===== config.mk =====
export PLATFORM = sky130hd
export DESIGN_NAME = control_sequencer
export DESIGN_NICKNAME = d
export VERILOG_FILES = /design/src/rtl/control_sequencer.sv
export SDC_FILE = /design/constraint.sdc
export NUM_CORES = 1
export LEC_CHECK = 0
export CORE_MARGIN = 8
export CORE_UTILIZATION = 30
export DETAILED_ROUTE_END_ITERATION = 10
export PLACE_DENSITY = 0.79
export SLEW_MARGIN = 20
export SYNTH_ARGS = -nofsm -noshare
export SYNTH_HDL_FRONTEND = slang
export SYNTH_SLANG_ARGS = --single-unit

===== constraint.sdc =====
create_clock -name clock -period 2.2 [get_ports clock]
set_input_delay 0.33 -clock clock [delete_from_list [all_inputs] [get_ports clock]]
set_output_delay 0.33 -clock clock [all_outputs]
set_load 0.03 [all_outputs]

===== src/rtl/control_sequencer.sv =====
// Hardwired control unit for the RISC datapath: steps fetch/decode/execute
// phases and decodes every datapath enable from (step, opcode, CON).
module control_sequencer (
    input  logic        clock,
    input  logic        reset_n,
    input  logic [31:0] IR,
    input  logic        CON,
    input  logic        stop,
    output logic        Gra,
    output logic        Grb,
    output logic        Grc,
    output logic        Rin,
    output logic        Rout,
    output logic        BAout,
    output logic        PCout,
    output logic        PCin,
    output logic        IncPC,
    output logic        MARin,
    output logic        MDRin,
    output logic        MDRout,
    output logic        IRin,
    output logic        Read,
    output logic        Write,
    output logic        Yin,
    output logic        Zin,
    output logic        Zhighout,
    output logic        Zlowout,
    output logic        Cout,
    output logic        HIin,
    output logic        HIout,
    output logic        LOin,
    output logic        LOout,
    output logic        CONin,
    output logic        InPortout,
    output logic        OutPortin,
    output logic [4:0]  alu_op,
    output logic        run
);

    typedef enum logic [3:0] {RST, T0, T1, T2, T3, T4, T5, T6, T7, HALT} step_t;

    localparam logic [4:0] OP_LD   = 5'b00000;
    localparam logic [4:0] OP_LDI  = 5'b00001;
    localparam logic [4:0] OP_ST   = 5'b00010;
    localparam logic [4:0] OP_ADD  = 5'b00011;
    localparam logic [4:0] OP_SUB  = 5'b00100;
    localparam logic [4:0] OP_AND  = 5'b00101;
    localparam logic [4:0] OP_OR   = 5'b00110;
    localparam logic [4:0] OP_SHR  = 5'b00111;
    localparam logic [4:0] OP_SHL  = 5'b01000;
    localparam logic [4:0] OP_ROR  = 5'b01001;
    localparam logic [4:0] OP_ROL  = 5'b01010;
    localparam logic [4:0] OP_ADDI = 5'b01011;
    localparam logic [4:0] OP_ANDI = 5'b01100;
    localparam logic [4:0] OP_ORI  = 5'b01101;
    localparam logic [4:0] OP_MUL  = 5'b01110;
    localparam logic [4:0] OP_DIV  = 5'b01111;
    localparam logic [4:0] OP_NEG  = 5'b10000;
    localparam logic [4:0] OP_NOT  = 5'b10001;
    localparam logic [4:0] OP_BR   = 5'b10010;
    localparam logic [4:0] OP_JR   = 5'b10100;
    localparam logic [4:0] OP_IN   = 5'b10110;
    localparam logic [4:0] OP_OUT  = 5'b10111;
    localparam logic [4:0] OP_MFHI = 5'b11000;
    localparam logic [4:0] OP_MFLO = 5'b11001;
    localparam logic [4:0] OP_HALT = 5'b11011;

    step_t      step;
    step_t      last_step;
    logic [4:0] opcode;
    logic [4:0] imm_alu;
    logic       unused_ir_fields;

    assign opcode           = IR[31:27];
    assign unused_ir_fields = ^IR[26:0];

    always_comb begin
        last_step = T3;
        imm_alu   = OP_ADD;
        case (opcode)
            OP_ADD, OP_SUB, OP_AND, OP_OR, OP_SHR, OP_SHL, OP_ROR, OP_ROL,
            OP_ADDI, OP_ANDI, OP_ORI, OP_LDI: last_step = T5;
            OP_MUL, OP_DIV, OP_BR:            last_step = T6;
            OP_NEG, OP_NOT:                   last_step = T4;
            OP_LD, OP_ST:                     last_step = T7;
            default:                          last_step = T3;
        endcase
        case (opcode)
            OP_ANDI: imm_alu = OP_AND;
            OP_ORI:  imm_alu = OP_OR;
            default: imm_alu = OP_ADD;
        endcase
    end

    // ">=" rather than "==" keeps the sequencer inside T0-T7 even if IR
    // changes mid-instruction and shortens the expected sequence.
    always_ff @(posedge clock or negedge reset_n) begin
        if (!reset_n) begin
            step <= RST;
        end else begin
            case (step)
                RST:     step <= T0;
                HALT:    step <= HALT;
                default: begin
                    if (step >= last_step && step != T0 && step != T1 && step != T2)
                        step <= (stop || opcode == OP_HALT) ? HALT : T0;
                    else
                        step <= step_t'(step + 4'd1);
                end
            endcase
        end
    end

    always_comb begin
        {Gra, Grb, Grc, Rin, Rout, BAout}                       = '0;
        {PCout, PCin, IncPC, MARin, MDRin, MDRout, IRin}        = '0;
        {Read, Write}                                           = '0;
        {Yin, Zin, Zhighout, Zlowout, Cout}                     = '0;
        {HIin, HIout, LOin, LOout, CONin}                       = '0;
        {InPortout, OutPortin}                                  = '0;
        alu_op = 5'b00000;
        run    = (step != HALT);
        case (step)
            T0: begin PCout = 1'b1; MARin = 1'b1; IncPC = 1'b1; end
            T1: begin Read = 1'b1; MDRin = 1'b1; end
            T2: begin MDRout = 1'b1; IRin = 1'b1; end
            T3: begin
                case (opcode)
                    OP_ADD, OP_SUB, OP_AND, OP_OR, OP_SHR, OP_SHL, OP_ROR, OP_ROL,
                    OP_ADDI, OP_ANDI, OP_ORI: begin Grb = 1'b1; Rout = 1'b1; Yin = 1'b1; end
                    OP_MUL, OP_DIV:  begin Gra = 1'b1; Rout = 1'b1; Yin = 1'b1; end
                    OP_NEG, OP_NOT:  begin Grb = 1'b1; Rout = 1'b1; Zin = 1'b1; alu_op = opcode; end
                    OP_LD, OP_LDI, OP_ST: begin Grb = 1'b1; BAout = 1'b1; Yin = 1'b1; end
                    OP_BR:   begin Gra = 1'b1; Rout = 1'b1; CONin = 1'b1; end
                    OP_JR:   begin Gra = 1'b1; Rout = 1'b1; PCin = 1'b1; end
                    OP_IN:   begin InPortout = 1'b1; Gra = 1'b1; Rin = 1'b1; end
                    OP_OUT:  begin Gra = 1'b1; Rout = 1'b1; OutPortin = 1'b1; end
                    OP_MFHI: begin HIout = 1'b1; Gra = 1'b1; Rin = 1'b1; end
                    OP_MFLO: begin LOout = 1'b1; Gra = 1'b1; Rin = 1'b1; end
                    default: ;
                endcase
            end
            T4: begin
                case (opcode)
                    OP_ADD, OP_SUB, OP_AND, OP_OR, OP_SHR, OP_SHL, OP_ROR, OP_ROL:
                        begin Grc = 1'b1; Rout = 1'b1; Zin = 1'b1; alu_op = opcode; end
                    OP_ADDI, OP_ANDI, OP_ORI:
                        begin Cout = 1'b1; Zin = 1'b1; alu_op = imm_alu; end
                    OP_MUL, OP_DIV:  begin Grb = 1'b1; Rout = 1'b1; Zin = 1'b1; alu_op = opcode; end
                    OP_NEG, OP_NOT:  begin Zlowout = 1'b1; Gra = 1'b1; Rin = 1'b1; end
                    OP_LD, OP_LDI, OP_ST: begin Cout = 1'b1; Zin = 1'b1; alu_op = OP_ADD; end
                    OP_BR:   begin PCout = 1'b1; Yin = 1'b1; end
                    default: ;
                endcase
            end
            T5: begin
                case (opcode)
                    OP_ADD, OP_SUB, OP_AND, OP_OR, OP_SHR, OP_SHL, OP_ROR, OP_ROL,
                    OP_ADDI, OP_ANDI, OP_ORI, OP_LDI:
                        begin Zlowout = 1'b1; Gra = 1'b1; Rin = 1'b1; end
                    OP_MUL, OP_DIV: begin Zlowout = 1'b1; LOin = 1'b1; end
                    OP_LD, OP_ST:   begin Zlowout = 1'b1; MARin = 1'b1; end
                    OP_BR:   begin Cout = 1'b1; Zin = 1'b1; alu_op = OP_ADD; end
                    default: ;
                endcase
            end
            T6: begin
                case (opcode)
                    OP_MUL, OP_DIV: begin Zhighout = 1'b1; HIin = 1'b1; end
                    OP_LD:   begin Read = 1'b1; MDRin = 1'b1; end
                    OP_ST:   begin Gra = 1'b1; Rout = 1'b1; MDRin = 1'b1; end
                    OP_BR:   begin Zlowout = CON; PCin = CON; end
                    default: ;
                endcase
            end
            T7: begin
                case (opcode)
                    OP_LD:   begin MDRout = 1'b1; Gra = 1'b1; Rin = 1'b1; end
                    OP_ST:   Write = 1'b1;
                    default: ;
                endcase
            end
            default: ;
        endcase
    end

endmodule


==> flow_metrics.py, run 1 <==
metrics = {
    "status": {
        "outcome": "finished, violations left",
        "violations": "negative setup slack",
    },
    "pwr": {
        "p_leak_nw": 0.9337,
        "power_mw": 1.328,
        "intPower_uw": 674.4,
        "p_sw_share_pct": 49.20,
        "pwr-share-clk_pct": 6.8,
        "combPwrFrac_pct": 82.2,
        "p_switching_uw": 653.1,
        "seqPwrFrac_pct": 11.0,
        "power.density_nw_per_um2": 701.2,
        "ir_drop_uv": 724.8,
    },
    "worst_setup_path": {
        "worst_ep_required_time_ns": 1.87,
        "startpoint_type": "flop",
        "worst-path-max-fanout": 4,
        "cp-end-kind": "output pin",
        "criticalPathCategory": "flop to output pin",
        "critPathArrivalTime_ns": 2.18,
    },
    "synth": {
        "synthAdderAreaFrac_pct": 10.09,
        "synth_ff_type": "dfrtp_1",
        "synthTopCellsByArea": "dfrtp_1 (10%), ha_1 (10%), nor2_1 (6.8%), o21ai_0 (6.1%), nand2_1 (5.7%)",
        "synth_area_um2": 992.2,
        "syn_inst": 147,
        "yosysWarnings": 0,
        "synthMuxAreaShare_pct": 3.153,
        "ys_seq_elements": 4,
        "synth_top_family_by_area": "simple AND/OR/NAND/NOR gates",
        "synth_compound_area_share_pct": 18.66,
        "synth_top_area_share_pct": 10.09,
        "synthXorXnorAreaFrac_pct": 2.648,
        "synth-async-reset-ratio_pct": 100.0,
        "seq_area_frac_synth_pct": 10.09,
        "synth_edf_count": 0,
        "synthSimpleGateAreaFrac_pct": 46.53,
        "syn-num-nets": 191,
        "avgSynthCellArea_um2": 6.750,
        "yosysTopAreaCell": "dfrtp_1",
        "yosysUniqueCellTypes": 50,
    },
    "finish": {
        "final_cell_mix": "buf_4 (79), nor2_1 (16), nand2_1 (15)",
        "syn2layout_area_growth_pct": 90.79,
        "fillers": 304,
        "fin_nets": 283,
        "reg_top3": "step (4)",
        "antenna_cells": 0,
        "largest_reg_flops": 4,
        "layout-drive-gt1-share_pct": 51.90,
        "largest_register": "step",
        "layout_commonest_cell": "buf_4",
    },
    "floorplan": {
        "ios": 69,
        "initial_utilization_pct": 30.45,
        "core_area_um2": 3258,
        "fp.dieW_um": 73.51,
        "fp.dieH_um": 73.51,
        "num_rows": 21,
        "dieArea_um2": 5404,
    },
    "routing": {
        "drt_iter0_markers": 132,
        "antenna_left": 0,
        "dr.pass1.iters": 4,
        "drc": 0,
        "wl_per_cell_um": 14.29,
        "wirelength_mm": 4.045,
        "routed_via_density": 5.152,
        "vias": 1458,
    },
    "clocking": {
        "clock_latency_ns": 0.24,
        "clk_path_buf_depth": 2,
        "root_buffer": "clkbuf_4",
        "numCtsBuffers": 3,
        "clkSinkCount": 4,
        "h-tree-depth": 1,
        "clk_pin_slew_worst_paths_ns": 0.04,
        "cts_tree": "done",
    },
    "sta": {
        "rsz0062_at_grt": "true",
        "fmax_ghz": 0.3990,
        "drv_slew": 0,
        "fin_crit_ns": 2.506,
        "finalClockSkew_ns": 0.002072,
        "period_share_pct": 113.9,
        "relSlewSlack_pct": 73.97,
        "final_hold_viol_count": 0,
        "worst_slack_ns": -0.3064,
        "worstMarginPinSlew_ns": 0.3856,
        "setup_violations": 4,
        "timing.hold.ws_ns": 0.3018,
    },
    "global_routing": {
        "grt_overflow": 0,
        "grt_pass1_vias": 1441,
        "grt_use_total_pct": 14.72,
        "grt_max_degree": 12,
        "grt_pass1_wl_mm": 6.368,
        "antenna_found_initial": 0,
    },
    "placement": {
        "gp_congestion": 0.9121,
        "port_buffers": 41,
        "dp_hpwl_mm": 3.195,
    },
    "flow_run": {
        "maxCapViolations": 0,
    },
    "hold_path": {
        "min_path_type": "primary input to async pin",
    },
}
power groups by stage:
stage / Combinational, mW / Clock, mW / Sequential [mW]
6_report: 1.09 / 0.0907 / 0.146
3_3_place_gp: 1.02 / 0 / 0.139
4_1_cts: 1.02 / 0.0978 / 0.142
3_5_place_dp: 1.03 / 0 / 0.141
5_1_grt: 1.20 / 0.102 / 0.150
2_1_floorplan: 0.601 / 0 / 0.134
worst paths after layout:
check                      startpoint  endpoint  slack, ns  cells past startpoint
setup / recovery              step[1]       Gra      -0.31                      7
hold / removal                reset_n   step[0]       0.30                      1
setup reg to reg              step[0]   step[3]       0.34                      7
hold reg to reg               step[3]   step[3]       0.64                      2
max in group asynchronous     reset_n   step[3]       1.71                      1
min in group clock            step[3]   step[3]       0.64                      2
final cells by class:
type / count / area, um^2 / area share (%)
Inverter: 7 / 26.28 / 1.388
Clock buffer: 3 / 22.52 / 1.190
Timing Repair Buffer: 98 / 777.0 / 41.04
Multi-Input combinational cell: 125 / 908.4 / 47.98
Sequential cell: 4 / 101.3 / 5.354
Tap cell: 46 / 57.56 / 3.040
cell usage after synthesis (3+ instances only):
library cell / instances
and2_1: 3
buf_2: 4
clkbuf_1: 3
dfrtp_1: 4
ha_1: 8
inv_1: 7
nand2_1: 15
nand2b_1: 3
nand3_1: 8
nand3b_1: 3
nor2_1: 18
nor2b_1: 4
nor3_1: 6
nor4_1: 3
o21ai_0: 12
o22ai_1: 3
what timing repair did:
| item | 4_1_cts | 5_1_grt |
|---|---|---|
| resized for setup | 29 | 27 |
| buffers inserted | 1 | 4 |
| pin swaps | 2 | 6 |
| hold buffers | 0 | 0 |
| endpoints found under the setup margin | 26 | 18 |
cell families (layout without fill, tap and decap cells):
family | Yosys count | in the layout
muxes | 3 | 3
xor gates and xnor gates | 3 | 3
AOI/OAI and AO/OA | 29 | 29
adders and majority gates | 8 | 8
DFF | 4 | 4
and+or+nand+nor | 82 | 82
buffers and inverters | 18 | 108
metal layers:
layer  routed length, um  GRT usage, %  part of all wire, %  up-vias
li1                    -             -                    -      706
met1                1612         15.84                   40      670
met2                1998         25.98                   49       70
met3                 340         3.820                  8.4       12
met4                  93         6.874                  2.3        0
met5                   0             0                    0        -
per-stage QoR:
stage | util (%) | cells | TNS, ns | setup slack, ns | area (um^2)
final | 58.10 | 283 | -0.3794 | -0.3064 | 1893
after floorplan | - | 147 | -0.3974 | -0.1387 | 1013
after detailed placement | 53.34 | 275 | -6.050 | -0.9091 | 1738
after global placement | 53.34 | 275 | -5.174 | -0.8659 | 1738
after global routing | 58.10 | 283 | -0.7020 | -0.3754 | 1893
after CTS | 54.92 | 279 | -0.4328 | -0.3443 | 1789
worst max-delay path, cell delays in order (launching register included):
cell and delay [ns]:
dfrtp_1 0.39, inv_2 0.07, ha_4 0.16, nand3b_1 0.17
o22ai_1 0.10, or4b_4 0.52, or3b_4 0.39, buf_6 0.15
Note: power is estimated with default switching activity, not from simulation.
==> run 2: changes to the inputs <==
--- a/config.mk
+++ b/config.mk
@@ -8,7 +8,8 @@
 export CORE_MARGIN = 8
 export CORE_UTILIZATION = 30
 export DETAILED_ROUTE_END_ITERATION = 10
-export PLACE_DENSITY = 0.79
+export HOLD_SLACK_MARGIN = 0.05
+export PLACE_DENSITY = 0.73
 export SLEW_MARGIN = 20
 export SYNTH_ARGS = -nofsm -noshare
 export SYNTH_HDL_FRONTEND = slang
==> flow_metrics.py, run 2 (synthesis results as in run 1) <==
metrics = {
    "placement": {
        "gp_congestion": 0.8983,
        "port_buffers": 41,
        "dpl_cell_area_um2": 1783,
        "dp_hpwl_mm": 3.307,
        "place_inst": 281,
    },
    "sta": {
        "fmax_ghz": 0.3919,
        "final_hold_viol_count": 0,
        "period_share_pct": 116.0,
        "relSlewSlack_pct": 74.14,
        "fin_crit_ns": 2.552,
        "setup_violations": 2,
        "drv_slew": 0,
        "worstMarginPinSlew_ns": 0.3830,
        "worst_slack_ns": -0.3515,
        "rsz0062_at_grt": "true",
        "finalClockSkew_ns": 0.0001443,
    },
    "routing": {
        "antenna_left": 0,
        "wl_per_cell_um": 14.21,
        "drt_iter0_markers": 107,
        "routed_via_density": 4.921,
        "wirelength_mm": 4.150,
        "vias": 1437,
        "drc": 0,
        "dr.pass1.iters": 5,
    },
    "finish": {
        "syn2layout_area_growth_pct": 103.2,
        "multiInputGateArea_um2": 963.4,
        "postLayoutCellArea_um2": 2016,
        "fillers": 309,
        "antenna_cells": 0,
        "reg_top3": "step (4)",
        "largest_register": "step",
        "layout-drive-gt1-share_pct": 56.91,
        "final_cell_mix": "buf_4 (87), nor2_1 (15), nand2_1 (14)",
        "layout.cells.non_filler": 292,
        "fin_nets": 292,
        "largest_reg_flops": 4,
        "layout_commonest_cell": "buf_4",
        "seq_area_um2": 102.6,
    },
    "global_routing": {
        "gr-usage-met1_pct": 17.64,
        "grt_pass1_wl_mm": 6.651,
        "grt_pass1_vias": 1453,
        "grt_max_degree": 15,
        "antenna_found_initial": 0,
        "use_met3_pct": 1.637,
        "grt_use_total_pct": 15.09,
        "grt.busiest_layer": "met2",
        "grt_overflow": 0,
        "met2_usage_pct": 27.76,
    },
    "clocking": {
        "clk_pin_slew_worst_paths_ns": 0.04,
        "hold_buffers": 0,
        "numCtsBuffers": 3,
        "cts_tree": "done",
        "clk_path_buf_depth": 2,
        "clock_latency_ns": 0.23,
        "h-tree-depth": 1,
        "clkSinkCount": 4,
        "root_buffer": "clkbuf_4",
    },
    "floorplan": {
        "fp.dieH_um": 73.51,
        "num_rows": 21,
        "core_area_um2": 3258,
        "fp.dieW_um": 73.51,
        "dieArea_um2": 5404,
        "ios": 69,
        "initial_utilization_pct": 30.45,
    },
    "worst_setup_path": {
        "critPathArrivalTime_ns": 2.22,
        "worst_ep_required_time_ns": 1.87,
        "startpoint_type": "flop",
        "criticalPathCategory": "flop to output pin",
        "cp-end-kind": "output pin",
        "worst-path-max-fanout": 4,
    },
    "status": {
        "violations": "negative setup slack",
        "outcome": "finished, violations left",
    },
    "pwr": {
        "power_mw": 1.491,
        "p_leak_nw": 1.002,
        "ir_drop_uv": 770.2,
        "power.density_nw_per_um2": 739.6,
    },
    "flow_run": {
        "maxCapViolations": 0,
    },
    "hold_path": {
        "min_path_type": "primary input to async pin",
    },
}
## run 2: power by group
group	leakage (nW)	switching [mW]	internal, mW	total, mW
Clock	0.0138	0.0287	0.0609	0.0896
Combinational	0.941	0.642	0.599	1.24
Sequential	0.0463	0.0479	0.112	0.160
## run 2: routing by layer
| layer | part of all wire [%] | routed length (um) |
|---|---|---|
| met1 | 42 | 1743 |
| met2 | 53 | 2219 |
| met3 | 4.3 | 178 |
| met4 | 0.19 | 8 |
| met5 | 0 | 0 |
## run 2: what timing repair did
item / CTS / global route
resized for setup: 33 / 35
setup endpoints to repair: 26 / 22
pin swaps: 7 / 13
setup buffers: 14 / 5
## run 2: metrics by stage
| step | hold WS [ns] | utilization [%] | TNS, ns | worst slack [ns] |
|---|---|---|---|---|
| after global routing | 0.3051 | 61.87 | -0.6008 | -0.4167 |
| after detailed placement | 0.5419 | 54.72 | -6.345 | -0.9006 |
| after global placement | 0.5373 | 54.72 | -5.772 | -0.8583 |
| final | 0.2960 | 61.87 | -0.4571 | -0.3515 |
| after floorplan | 0.03441 | - | -0.3974 | -0.1387 |
| after CTS | 0.2893 | 58.33 | -0.7448 | -0.3407 |
## run 2: worst max-delay path, stage by stage, from the launching register on
cell and delay (ns):
dfrtp_1 0.41, inv_2 0.09, ha_4 0.17, nand3b_1 0.13
buf_4 0.14, nor4_2 0.04, or4b_4 0.49, or3b_4 0.38
buf_6 0.14
## run 2: cell type report
| type | count | share of cell area (%) |
|---|---|---|
| tap | 46 | 2.855 |
| timing repair buffer | 107 | 41.84 |
| sequential | 4 | 5.090 |
| clock buffer | 3 | 1.117 |
| multi-input combinational | 125 | 47.80 |
| inverter | 7 | 1.304 |
## run 2: final timing paths
path	from	endpoint	slack, ns	depth (start not counted)
max in group asynchronous	reset_n	step[3]	1.73	1
max	step[1]	Gra	-0.35	8
min	reset_n	step[1]	0.30	1
min in group clock	step[0]	step[0]	0.59	2
min reg2reg	step[0]	step[0]	0.59	2
max reg2reg	step[1]	step[3]	0.35	6
